## config.mk

```make
export PLATFORM = sky130hd
export DESIGN_NAME = mem_arbiter_rr
export DESIGN_NICKNAME = d
export VERILOG_FILES = /design/src/rtl/mem_arbiter_rr.sv
export SDC_FILE = /design/constraint.sdc
export NUM_CORES = 1
export LEC_CHECK = 0
export ABC_AREA = 1
export CAP_MARGIN = 25
export CORE_MARGIN = 4
export CORE_UTILIZATION = 45
export CTS_CLUSTER_DIAMETER = 120
export DETAILED_ROUTE_END_ITERATION = 8
export GPL_TIMING_DRIVEN = 0
export PLACE_DENSITY = 0.84
export REMOVE_ABC_BUFFERS = 1
export SYNTH_ARGS = -nofsm -noshare
export SYNTH_HDL_FRONTEND = slang
export SYNTH_SLANG_ARGS = --single-unit
```

## constraint.sdc

```tcl
create_clock -name CLK -period 4.1 [get_ports CLK]
set_input_delay 0.41 -clock CLK [delete_from_list [all_inputs] [get_ports CLK]]
set_output_delay 0.41 -clock CLK [all_outputs]
set_load 0.02 [all_outputs]
```

## src/rtl/mem_arbiter_rr.sv

```systemverilog
// -----------------------------------------------------------------------------
// mem_arbiter_rr
//
// Shares one single-port synchronous RAM between NUM_PORTS requesting cores.
// One operation is in flight at a time. A winner is picked in IDLE, its
// address, write data and write enable are registered onto the RAM bus, and
// the operation runs to completion. Completion is signalled by a one-cycle,
// one-hot pulse on acq. Read data is captured into that port's Dq slice and
// held there until the port completes another read.
//
// Arbitration
//   default                 : round-robin. The scan starts at the port after
//                             the last winner and wraps from NUM_PORTS-1 to 0.
//   MEMARB_FIXED_PRIO_EN    : fixed priority. The lowest requesting index wins
//                             and no last-grant pointer is kept.
//
// Parameters
//   NUM_PORTS  requesting cores, 2..8
//   ADDR_W     RAM address width
//   DATA_W     RAM data width
//   RD_LAT     RAM clock edges from address to valid q, 1 or 2
//
// Ports
//   CLK         in   system clock; all logic uses the rising edge
//   rst         in   asynchronous active-high reset
//   rden        in   [NUM_PORTS]         per-port read request
//   wren        in   [NUM_PORTS]         per-port write request (wins over rden)
//   Address     in   [NUM_PORTS*ADDR_W]  per-port address, port 0 in the LSBs
//   Din         in   [NUM_PORTS*DATA_W]  per-port write data, port 0 in the LSBs
//   RAMq        in   [DATA_W]            RAM read data
//   acq         out  [NUM_PORTS]         one-hot completion pulse
//   Dq          out  [NUM_PORTS*DATA_W]  per-port held read data
//   RAMAddress  out  [ADDR_W]            registered RAM address
//   RAMDin      out  [DATA_W]            registered RAM write data
//   RAMwren     out                      registered RAM write enable
// -----------------------------------------------------------------------------
module mem_arbiter_rr #(
    parameter int NUM_PORTS = 2,
    parameter int ADDR_W    = 8,
    parameter int DATA_W    = 8,
    parameter int RD_LAT    = 1
) (
    input  logic                          CLK,
    input  logic                          rst,
    input  logic [NUM_PORTS-1:0]          rden,
    input  logic [NUM_PORTS-1:0]          wren,
    input  logic [NUM_PORTS*ADDR_W-1:0]   Address,
    input  logic [NUM_PORTS*DATA_W-1:0]   Din,
    input  logic [DATA_W-1:0]             RAMq,
    output logic [NUM_PORTS-1:0]          acq,
    output logic [NUM_PORTS*DATA_W-1:0]   Dq,
    output logic [ADDR_W-1:0]             RAMAddress,
    output logic [DATA_W-1:0]             RAMDin,
    output logic                          RAMwren
);

    localparam int PTR_W = $clog2(NUM_PORTS);

    typedef enum logic [1:0] {
        IDLE,
        ISSUE,
        WAIT_RD,
        DONE
    } state_t;

    state_t              state;
    state_t              state_nxt;
    logic [1:0]          wait_cnt;
    logic [1:0]          wait_cnt_nxt;

    logic [NUM_PORTS-1:0] req;
    logic [PTR_W-1:0]     win;        // port owning the operation in flight
    logic [PTR_W-1:0]     win_nxt;    // arbitration result for this cycle
    logic                 op_wr;      // operation in flight is a write
    logic                 cool;       // first IDLE cycle after DONE: no grant
    logic                 grant;
    logic                 enter_done;

    assign req   = rden | wren;
    assign grant = (state == IDLE) && !cool && (|req);

    // -------------------------------------------------------------------------
    // Winner selection
    // -------------------------------------------------------------------------
`ifdef MEMARB_FIXED_PRIO_EN
    // Scan from the top down so the lowest requesting index is assigned last.
    always_comb begin
        win_nxt = '0;
        for (int i = NUM_PORTS - 1; i >= 0; i--) begin
            if (req[i]) win_nxt = PTR_W'(i);
        end
    end
`else
    logic [PTR_W-1:0] ptr;            // last granted port

    // Candidates ptr+1 .. ptr+NUM_PORTS (mod NUM_PORTS), visited farthest
    // first so that the nearest requester after ptr ends up as the winner.
    always_comb begin
        win_nxt = '0;
        for (int k = NUM_PORTS; k >= 1; k--) begin
            if (req[(int'(ptr) + k) % NUM_PORTS])
                win_nxt = PTR_W'((int'(ptr) + k) % NUM_PORTS);
        end
    end

    // ptr only moves when an operation completes; reset makes port 0 the
    // first candidate.
    always_ff @(posedge CLK or posedge rst) begin
        if (rst)
            ptr <= PTR_W'(NUM_PORTS - 1);
        else if (state == DONE)
            ptr <= win;
    end
`endif

    // -------------------------------------------------------------------------
    // Control FSM
    // -------------------------------------------------------------------------
    // NOTE: sequential state is updated with non-blocking assignments so every
    // register samples pre-edge values regardless of statement order.
    always_ff @(posedge CLK or posedge rst) begin
        if (rst) begin
            state    <= IDLE;
            wait_cnt <= '0;
        end else begin
            state    <= state_nxt;
            wait_cnt <= wait_cnt_nxt;
        end
    end

    // WAIT_RD covers the RAM read latency: the RAM samples the address on the
    // edge leaving ISSUE, and q is captured RD_LAT edges after that.
    // NOTE: every output of this block gets a default first, so no path can
    // leave a value unassigned and infer a latch.
    always_comb begin
        state_nxt    = state;
        wait_cnt_nxt = wait_cnt;
        unique case (state)
            IDLE: begin
                if (grant) state_nxt = ISSUE;
            end
            ISSUE: begin
                if (op_wr) begin
                    state_nxt = DONE;
                end else begin
                    state_nxt    = WAIT_RD;
                    wait_cnt_nxt = 2'(RD_LAT - 1);
                end
            end
            WAIT_RD: begin
                if (wait_cnt == 2'd0)
                    state_nxt = DONE;
                else
                    wait_cnt_nxt = wait_cnt - 2'd1;
            end
            DONE: begin
                state_nxt = IDLE;
            end
            default: begin
                state_nxt = IDLE;
            end
        endcase
    end

    assign enter_done = (state_nxt == DONE) && (state != DONE);

    // -------------------------------------------------------------------------
    // RAM bus, completion pulse and held read data
    // -------------------------------------------------------------------------
    // NOTE: Dq is a small register array, not a RAM, so it is cleared on reset
    // like any other flop; this keeps the outputs defined after reset.
    always_ff @(posedge CLK or posedge rst) begin
        if (rst) begin
            win        <= '0;
            op_wr      <= 1'b0;
            cool       <= 1'b0;
            acq        <= '0;
            Dq         <= '0;
            RAMAddress <= '0;
            RAMDin     <= '0;
            RAMwren    <= 1'b0;
        end else begin
            acq  <= '0;
            cool <= (state == DONE);

            // Only the winner's slices are ever looked at. A port raising
            // rden and wren together is treated as a plain write.
            if (grant) begin
                win        <= win_nxt;
                op_wr      <= wren[win_nxt];
                RAMAddress <= Address[win_nxt*ADDR_W +: ADDR_W];
                RAMDin     <= Din[win_nxt*DATA_W +: DATA_W];
                RAMwren    <= wren[win_nxt];
            end

            // The RAM samples the write during ISSUE only.
            if (state == ISSUE)
                RAMwren <= 1'b0;

            // acq and Dq become visible together for the whole DONE cycle.
            if (enter_done) begin
                acq <= NUM_PORTS'(1) << win;
                if (!op_wr)
                    Dq[win*DATA_W +: DATA_W] <= RAMq;
            end
        end
    end

endmodule

```

==> results.sh, run 1 <==
export IMPL_die_x_um=73.7
export IMPL_crit_fanout=20
export IMPL_min_period_ns=1.96
export IMPL_final_nets=350
export IMPL_slew_viol_final=0
export IMPL_synth_seq_cells=43
export IMPL_avgViaCountPerCell=4.83
export IMPL_gp_congestion=0.739
export IMPL_cp_start_kind="flop"
export IMPL_io_pins=81
export IMPL_drc_errors=0
export IMPL_fin_setup_tns_ns=0
export IMPL_crit_buf_inv=3
export IMPL_core_um2=4090
export IMPL_r2r_start="state[0]"
export IMPL_end_kind="flop"
export IMPL_rows=23
export IMPL_peakVddDrop_uv=423
export IMPL_synth_cell_types=20
export IMPL_finalHoldViolCount=0
export IMPL_grt_total_usage=0.191
export IMPL_yosysWarnings=0
export IMPL_fp_dieH_um=73.7
export IMPL_relSlewSlack=0.405
export IMPL_ant_nets=0
export IMPL_drt_total_wl_mm=4.87
export IMPL_final_cells=350
export IMPL_dp_cells=342
export IMPL_areaGrowthSynthToFinish_pct=48.4
export IMPL_finalCritPeriodShare=0.477
export IMPL_grt_start_max_net_pins=44
export IMPL_drtPass1Iterations=4
export IMPL_grt_pass1_wl_mm=7.74
export IMPL_cap_violations=0
export IMPL_cts_setup_buffers=0
export IMPL_ctsHoldBuffers=0
export IMPL_drt_iter0_drc=108
export IMPL_cp_required_ns=4.32
export IMPL_utilization=0.706
export IMPL_grt_overflow=0
export IMPL_synth_seq_area_share=0.554
export IMPL_die_area_um2=5440
export IMPL_setup_viol=0
export IMPL_worst_r2r_setup_slack_ns=2.14
export IMPL_cts_resized=0
export IMPL_grt_pass1_vias=1620
export IMPL_dpl_hpwl_mm=3.47
export IMPL_grt_antenna_before_repair=0
export IMPL_clock_latency_ns=0.30
export IMPL_syn_avg_cell_area_um2=8.96
export IMPL_synth_cells=217
export IMPL_skew_ns=0.00771
export IMPL_post_drt_wl_per_cell_um=13.9
export IMPL_whs_ns=0.483
export IMPL_layout_drive_gt1_share=0.0767
export IMPL_root_buffer="clkbuf_8"
export IMPL_vias=1692
export IMPL_hold_end="Dq[4]"
export IMPL_cts_sinks=43
export IMPL_status="completed"
export IMPL_clkTransAtPathRegs_ns=0.08
export IMPL_cpLargestDelayFamily="buffers and inverters"
export IMPL_syn_area_um2=1940
export IMPL_io_buffers=80
export IMPL_hold_depth=2
export IMPL_rsz0062_at_grt="no"
export IMPL_crit_top_cell="inv_1"
export IMPL_p_leak_nw=1.33
export IMPL_worstHoldStart="Dq[4]"
export IMPL_fmax_ghz=0.511
export IMPL_hp_class="flop to flop"
export IMPL_cts_buffers=5
export IMPL_cp_cell_sequence="inv_1 -> ha_1 -> inv_1 -> nor2_2 -> nand2_4 -> inv_1 -> o21ai_0 -> o21ai_0"
export IMPL_ff2ff_path_depth=8
export IMPL_cts_tree="yes"
export IMPL_p_total_mw=2.27
export IMPL_diodes=0
export IMPL_max_stage_delay_ns=0.46
export IMPL_tightestPinTransition_ns=0.891
export IMPL_initial_utilization=0.476
export IMPL_reg2reg_to="RAMAddress[4]"
export IMPL_crit_arrival_ns=2.17
export IMPL_critPathKind="flop to flop"
export IMPL_cp_slowest_cell="inv_1"
export IMPL_power_density_nw_per_um2=788
export IMPL_max_clock_path_buffers=2
export IMPL_cts_htree_levels=2
[worst min-delay path, cell delays in order, from the launching register on]
cell     delay, ns
dfrtp_1       0.35
nand2_1       0.05
nand2_1       0.05
[logic make-up (layout without fill, tap and decap cells)]
kind of cell             after synthesis  after routing  share of synthesized area
AO/OA/AOI/OAI                         41             41                      0.109
adder cells (fa/ha/maj)                5              5                     0.0322
buffers and inverters                 17            100                     0.0438
flip-flops                            43             43                      0.554
AND/OR/NAND/NOR                      111            111                      0.261
[layer usage]
metal / share of wire / wire [um] / vias to the layer above / GRT usage
li1: - / - / 849 / -
met1: 0.41 / 2010 / 793 / 0.238
met2: 0.52 / 2510 / 42 / 0.308
met3: 0.051 / 249 / 8 / 0.0534
met4: 0.020 / 98 / 0 / 0.0845
met5: 0 / 0 / - / 0
[per-stage QoR]
| stage | instance area [um2] | worst slack [ns] |
|---|---|---|
| floorplan | 1900 | 2.59 |
| global placement | 2770 | 1.79 |
| detailed placement | 2770 | 1.93 |
| CTS | 2890 | 2.10 |
| global route | 2890 | 1.91 |
| finish | 2890 | 2.14 |
[registers in the layout, summed over array words and instances (netlist names)]
| register | count |
|---|---|
| Dq | 16 |
| RAMAddress | 8 |
| RAMDin | 8 |
| acq | 2 |
| state | 2 |
| wait_cnt | 2 |
| RAMwren | 1 |
| cool | 1 |
| op_wr | 1 |
| ptr | 1 |
| win | 1 |
[layout by cell type, fill, tap and decap left out, drive strengths merged, types with 2 or more instances in the layout]
cell type and n:
clkbuf 6, clkdlybuf4s50 80, dfrtp 42, ha 5, inv 12, nand2 81
nand3 2, nand4 2, nor2 26, o21ai 39
[cell type report]
class | instances | area [um2]
clock buffers | 6 | 82.6
clock inverters | 2 | 35.0
flip-flops and latches | 43 | 1080
inverters | 12 | 45.0
well taps | 50 | 62.6
multi-input cells | 157 | 782
fillers | 323 | 1200
repair buffers | 80 | 801
[report_power, final]
| part | total (mW) | switching [mW] | internal, mW |
|---|---|---|---|
| clock network | 0.341 | 0.144 | 0.197 |
| logic | 1.19 | 0.689 | 0.500 |
| registers | 0.744 | 0.112 | 0.631 |
[synth_stat cells, drive strengths merged]
| cell type | n | share of area |
|---|---|---|
| nand4 | 2 | 0.013 |
| clkbuf | 1 | 0.0026 |
| o21ai | 39 | 0.10 |
| nand2 | 81 | 0.16 |
| inv | 12 | 0.023 |
| a21oi | 1 | 0.0026 |
| nand3 | 2 | 0.018 |
| dfrtp | 42 | 0.54 |
| nor2 | 26 | 0.068 |
| buf | 4 | 0.018 |
| dfstp | 1 | 0.014 |
| o22ai | 1 | 0.0064 |
| ha | 5 | 0.032 |
[how the worst max path moves through the flow]
stage / start / endpoint / slack (ns) / cells after the start
finish: state[0] / RAMAddress[4] / 2.14 / 8
global route: state[0] / RAMAddress[3] / 1.91 / 8
floorplan: state[0] / Dq[0] / 2.59 / 7
global placement: rst / RAMDin[5] / 1.79 / 2
detailed placement: wren[1] / RAMAddress[4] / 1.93 / 7
CTS: state[0] / RAMAddress[4] / 2.10 / 8
Power figures use the tool's default switching activity.
==> run 2, diff against run 1 <==
CORE_UTILIZATION = 42   (was 45)
PLACE_DENSITY = 0.79   (was 0.84)
clock period = 1.9 ns   (was 4.1 ns; I/O delays follow)
==> run 2 against run 1 <==
Against the previous run:
- clock power grew 84%
- count of clock-buffer cells in the layout is 2 higher
- sequential power is 120% higher
- global-route usage shrank 1.3 points
- design area grew 2.1%
- via count grew 3.0%
- largest cell class unchanged
- combinational power rose by 130%
- sequential share of layout area down 0.76 points
- clock skew shrank 0.0012 ns
- sequential cell count did not move
- routed wire length rose by 5.9%
- critical path type unchanged
- critical path depth up 2
==> results.sh, run 2 (synthesis results as in run 1) <==
export IMPL_status="completed"
export IMPL_grt_pass1_wl_mm=8.34
export IMPL_grt_overflow=0
export IMPL_cpLargestDelayFamily="simple AND/OR/NAND/NOR gates"
export IMPL_cts_htree_levels=2
export IMPL_final_cells=357
export IMPL_max_clock_path_buffers=2
export IMPL_p_total_mw=4.99
export IMPL_fmax_ghz=0.586
export IMPL_crit_buf_inv=2
export IMPL_cts_tree="yes"
export IMPL_relSlewSlack=0.480
export IMPL_drc_errors=0
export IMPL_slew_viol_final=0
export IMPL_ctsHoldBuffers=0
export IMPL_grt_total_usage=0.178
export IMPL_cp_required_ns=2.13
export IMPL_rsz0062_at_grt="no"
export IMPL_min_period_ns=1.71
export IMPL_final_cell_mix="80 x clkdlybuf4s50_1, 79 x nand2_1, 42 x dfrtp_1"
export IMPL_power_density_nw_per_um2=1690
export IMPL_critPathLaunch="state[0]"
export IMPL_ff2ff_path_depth=10
export IMPL_die_x_um=76.0
export IMPL_layout_drive_gt1_share=0.0951
export IMPL_skew_ns=0.00652
export IMPL_dpl_hpwl_mm=3.62
export IMPL_gp_congestion=0.761
export IMPL_drt_iter0_drc=59
export IMPL_vias=1743
export IMPL_whs_ns=0.153
export IMPL_max_stage_delay_ns=0.41
export IMPL_end_kind="flop"
export IMPL_avgViaCountPerCell=4.88
export IMPL_grt_antenna_before_repair=0
export IMPL_cts_sinks=43
export IMPL_post_drt_wl_per_cell_um=14.5
export IMPL_finalHoldViolCount=0
export IMPL_cp_slowest_cell="dfrtp_1"
export IMPL_p_leak_nw=1.33
export IMPL_critPathKind="flop to flop"
export IMPL_worst_r2r_setup_slack_ns=0.19
export IMPL_cts_buffers=5
export IMPL_io_buffers=80
export IMPL_reg_top3="Dq: 16 flops, RAMAddress: 8 flops, RAMDin: 8 flops"
export IMPL_fp_dieH_um=76.0
export IMPL_hp_class="primary input to asynchronous set/reset pin"
export IMPL_areaGrowthSynthToFinish_pct=51.5
export IMPL_grt_start_max_net_pins=33
export IMPL_drt_total_wl_mm=5.16
export IMPL_finalCritPeriodShare=0.899
export IMPL_timing_final_ws_setup_ns=0.193
export IMPL_die_area_um2=5780
export IMPL_cp_start_kind="flop"
export IMPL_root_buffer="clkbuf_8"
export IMPL_fillCellCount=366
export IMPL_r2r_start="state[0]"
export IMPL_initial_utilization=0.440
export IMPL_final_common_cell="clkdlybuf4s50_1"
export IMPL_clock_latency_ns=0.29
export IMPL_dp_cells=345
export IMPL_core_um2=4410
export IMPL_diodes=0
export IMPL_crit_fanout=8
export IMPL_peakVddDrop_uv=792
export IMPL_crit_arrival_ns=1.94
export IMPL_reg2reg_to="Dq[8]"
export IMPL_grt_pass1_vias=1736
export IMPL_io_pins=81
export IMPL_cap_violations=0
export IMPL_clkTransAtPathRegs_ns=0.08
export IMPL_final_nets=355
export IMPL_drtPass1Iterations=4
export IMPL_setup_viol=0
export IMPL_rows=24
export IMPL_tightestPinTransition_ns=0.780
export IMPL_largest_register="Dq"
export IMPL_ant_nets=0
export IMPL_largest_reg_flops=16
export IMPL_place_ws_ns=-0.0900
export IMPL_cp_cell_sequence="inv_1 -> ha_1 -> inv_1 -> nor2_4 -> nand2_4 -> nand3_4 -> nand3_4 -> nor2_4 -> nand2_1 -> nand2_1"
==> run 2: cell count changes in the layout (fill, tap and decap cells not counted), sizes merged <==
cell / change
clkbuf: +2
clkinvlp: +2
bufinv: -1
inv: -1
nand2: +1
buf: +3
clkinv: -1
==> run 2: final cells by class <==
cell class	count	area [um2]	area share
Timing Repair inverter	1	5.00	0.00170
Multi-Input combinational cell	158	813	0.276
Timing Repair Buffer	83	836	0.284
Clock buffer	8	100	0.0340
Inverter	12	48.8	0.0166
Sequential cell	43	1080	0.366
Tap cell	52	65.1	0.0221
==> run 2: per-layer routing <==
layer	wire length, um	up-vias	GRT usage
met4	51	0	0.0427
met3	282	4	0.0520
li1	-	868	-
met5	0	-	0
met1	2210	828	0.217
met2	2610	43	0.307
==> run 2: metrics by stage <==
step | util | instance area, um2 | setup TNS, ns
after global placement | 0.628 | 2770 | -8.66
after global routing | 0.667 | 2950 | 0
final | 0.667 | 2950 | 0
after CTS | 0.656 | 2890 | 0
after floorplan | - | 1900 | 0
after detailed placement | 0.632 | 2790 | -0.570
==> run 2: worst max-delay path by stage <==
stage | to | slack [ns] | depth (start not counted)
3_3_place_gp | Dq[14] | -0.20 | 2
3_5_place_dp | RAMAddress[1] | -0.09 | 7
2_1_floorplan | Dq[0] | 0.39 | 7
5_1_grt | Dq[9] | 0.04 | 10
4_1_cts | op_wr | 0.08 | 8
6_report | Dq[8] | 0.19 | 10
==> run 2: timing repair <==
action	in CTS	in global routing
gates cloned	0	2
hold endpoints to repair	0	0
buffers inserted	0	2
endpoints found under the setup margin	11	31
resized for setup	1	4
pin swaps	0	2
==> run 2: where the power goes <==
part           total, mW  switching (mW)  internal (mW)
clock network      0.628           0.296          0.332
logic               2.75            1.61           1.14
registers           1.62           0.254           1.36
==> run 3, diff against run 2 <==
CORE_MARGIN = 5   (was 4)
MAX_ROUTING_LAYER = met4   (was unset)
==> run 3 against run 2 <==
Against the previous run:
- global-route usage down 0.85 points
- highest routed layer unchanged
- final cell count shrank 1.1%
- clock power up 8.1%
- hold slack better by 0.24 ns
- count of clock-buffer cells in the layout fell by 1
- clock skew fell by 0.00090 ns
- largest power group unchanged
- via count is 3.0% lower
- die area rose by 5.3%
- routed wire length decreased by 5.7%
- maximum frequency is 2.1% lower
- first-iteration DRC count grew to 2.6 times the previous value
- critical endpoint is now Dq[14]
- critical path depth shrank 1
==> results.sh, run 3 (synthesis results as in run 1) <==
export IMPL_vias=1691
export IMPL_seqCellArea_um2=1080
export IMPL_cp_slowest_cell="dfrtp_1"
export IMPL_cts_buffers=5
export IMPL_cts_tree="yes"
export IMPL_multi_input_area_um2=785
export IMPL_p_leak_nw=1.31
export IMPL_tightestPinTransition_ns=0.863
export IMPL_io_buffers=80
export IMPL_fp_dieH_um=78.0
export IMPL_cpLargestDelayFamily="simple AND/OR/NAND/NOR gates"
export IMPL_grt_overflow=0
export IMPL_initial_utilization=0.440
export IMPL_reg_top3="Dq: 16 flops, RAMAddress: 8 flops, RAMDin: 8 flops"
export IMPL_max_stage_delay_ns=0.41
export IMPL_cp_cell_sequence="inv_1 -> ha_1 -> inv_1 -> nor2_2 -> nand2_4 -> nand3_4 -> nand4_2 -> nand2_1 -> nand2_1"
export IMPL_grt_start_max_net_pins=44
export IMPL_diodes=0
export IMPL_skew_ns=0.00562
export IMPL_finalHoldViolCount=0
export IMPL_cts_htree_levels=2
export IMPL_areaGrowthSynthToFinish_pct=48.6
export IMPL_ant_nets=0
export IMPL_core_um2=4410
export IMPL_cts_sinks=43
export IMPL_max_clock_path_buffers=2
export IMPL_root_buffer="clkbuf_8"
export IMPL_ctsHoldBuffers=0
export IMPL_clkTransAtPathRegs_ns=0.08
export IMPL_ff2ff_path_depth=9
export IMPL_final_cells=353
export IMPL_slew_viol_final=0
export IMPL_power_share_clock=0.139
export IMPL_peakVddDrop_uv=813
export IMPL_cap_violations=0
export IMPL_sw_frac_of_total=0.419
export IMPL_grt_pass1_wl_mm=8.03
export IMPL_drtPass1Iterations=4
export IMPL_grt_antenna_before_repair=0
export IMPL_setup_viol=0
export IMPL_end_kind="flop"
export IMPL_avgViaCountPerCell=4.79
export IMPL_drt_total_wl_mm=4.87
export IMPL_grt_total_usage=0.169
export IMPL_finalCritPeriodShare=0.918
export IMPL_power_frac_seq=0.327
export IMPL_largest_reg_flops=16
export IMPL_clock_latency_ns=0.29
export IMPL_place_ws_ns=-0.0916
export IMPL_r2r_start="state[0]"
export IMPL_min_period_ns=1.74
export IMPL_reg2reg_to="Dq[14]"
export IMPL_rows=24
export IMPL_crit_arrival_ns=1.93
export IMPL_grt_pass1_vias=1698
export IMPL_share_comb_of_total_power=0.534
export IMPL_rsz0062_at_grt="no"
export IMPL_post_drt_wl_per_cell_um=13.8
export IMPL_worst_r2r_setup_slack_ns=0.16
export IMPL_net_switching_power_mw=2.05
export IMPL_dp_cells=344
export IMPL_drt_iter0_drc=151
export IMPL_layout_drive_gt1_share=0.0797
export IMPL_cp_required_ns=2.08
export IMPL_relSlewSlack=0.424
export IMPL_final_nets=351
export IMPL_fin_setup_tns_ns=0
export IMPL_dpl_hpwl_mm=3.48
export IMPL_die_area_um2=6090
export IMPL_status="completed"
export IMPL_timing_final_ws_setup_ns=0.156
export IMPL_final_cell_mix="80 x clkdlybuf4s50_1, 79 x nand2_1, 42 x dfrtp_1"
export IMPL_power_density_nw_per_um2=1690
export IMPL_crit_buf_inv=2
export IMPL_cp_start_kind="flop"
export IMPL_drc_errors=0
export IMPL_gp_congestion=0.708
export IMPL_crit_fanout=20
export IMPL_critPathKind="flop to flop"
export IMPL_final_common_cell="clkdlybuf4s50_1"
export IMPL_fillCellCount=360
export IMPL_die_x_um=78.0
export IMPL_largest_register="Dq"
export IMPL_io_pins=81
export IMPL_hp_class="primary input to asynchronous set/reset pin"
export IMPL_fmax_ghz=0.573
export IMPL_p_int_mw=2.85
## run 3: worst reg2reg max path: cells and delay by family, from the launching register on
family	cells	cell delay, ns
adder cells (fa/ha/maj)	1	0.16
buffers and inverters	2	0.15
flip-flops	1	0.41
AND/OR/NAND/NOR	6	0.93
## run 3: power groups by stage
| stage | combinational (mW) | clock, mW | sequential, mW |
|---|---|---|---|
| detailed placement | 2.61 | 0 | 1.61 |
| finish | 2.62 | 0.679 | 1.60 |
| CTS | 2.63 | 0.702 | 1.60 |
| global placement | 2.55 | 0 | 1.60 |
| floorplan | 1.08 | 0 | 2.02 |
| global route | 2.89 | 0.744 | 1.66 |
## run 3: area by class of cell
| cell class | instances | share of cell area |
|---|---|---|
| timing repair inverter | 1 | 0.00260 |
| timing repair buffer | 80 | 0.277 |
| sequential | 43 | 0.373 |
| clock inverter | 1 | 0.0104 |
| inverter | 12 | 0.0169 |
| tap | 52 | 0.0225 |
| clock buffer | 7 | 0.0264 |
| multi-input combinational | 157 | 0.271 |
## run 3: worst max path at each step
stage / start / end / cells after the start
5_1_grt: state[0] / Dq[14] / 9
6_report: state[0] / Dq[14] / 9
4_1_cts: state[0] / RAMAddress[6] / 8
3_5_place_dp: wren[1] / RAMAddress[6] / 7
2_1_floorplan: state[0] / Dq[0] / 7
3_3_place_gp: rst / op_wr / 2
## run 3: metal layers
layer / GRT usage / vias to the layer above / wire length [um]
li1: - / 856 / -
met1: 0.208 / 768 / 2080
met2: 0.272 / 62 / 2390
met3: 0.0515 / 5 / 344
met4: 0.0456 / 0 / 53
met5: - / - / 0
## run 3: what timing repair did
action                                  4_1_cts  5_1_grt
setup buffers                                 0        0
endpoints found under the setup margin        4       21
endpoints found under the hold margin         0        0
resized for setup                             1        2
gates cloned                                  0        1
## run 3: metrics by stage
stage / hold WS (ns) / cell area, um2 / util / total power [mW]
after global placement: 0.463 / 2770 / 0.628 / 4.15
after global routing: 0.463 / 2890 / 0.655 / 5.30
final: 0.395 / 2890 / 0.655 / 4.90
after CTS: 0.428 / 2880 / 0.652 / 4.93
after floorplan: 0.300 / 1900 / - / 3.10
after detailed placement: 0.468 / 2770 / 0.628 / 4.22
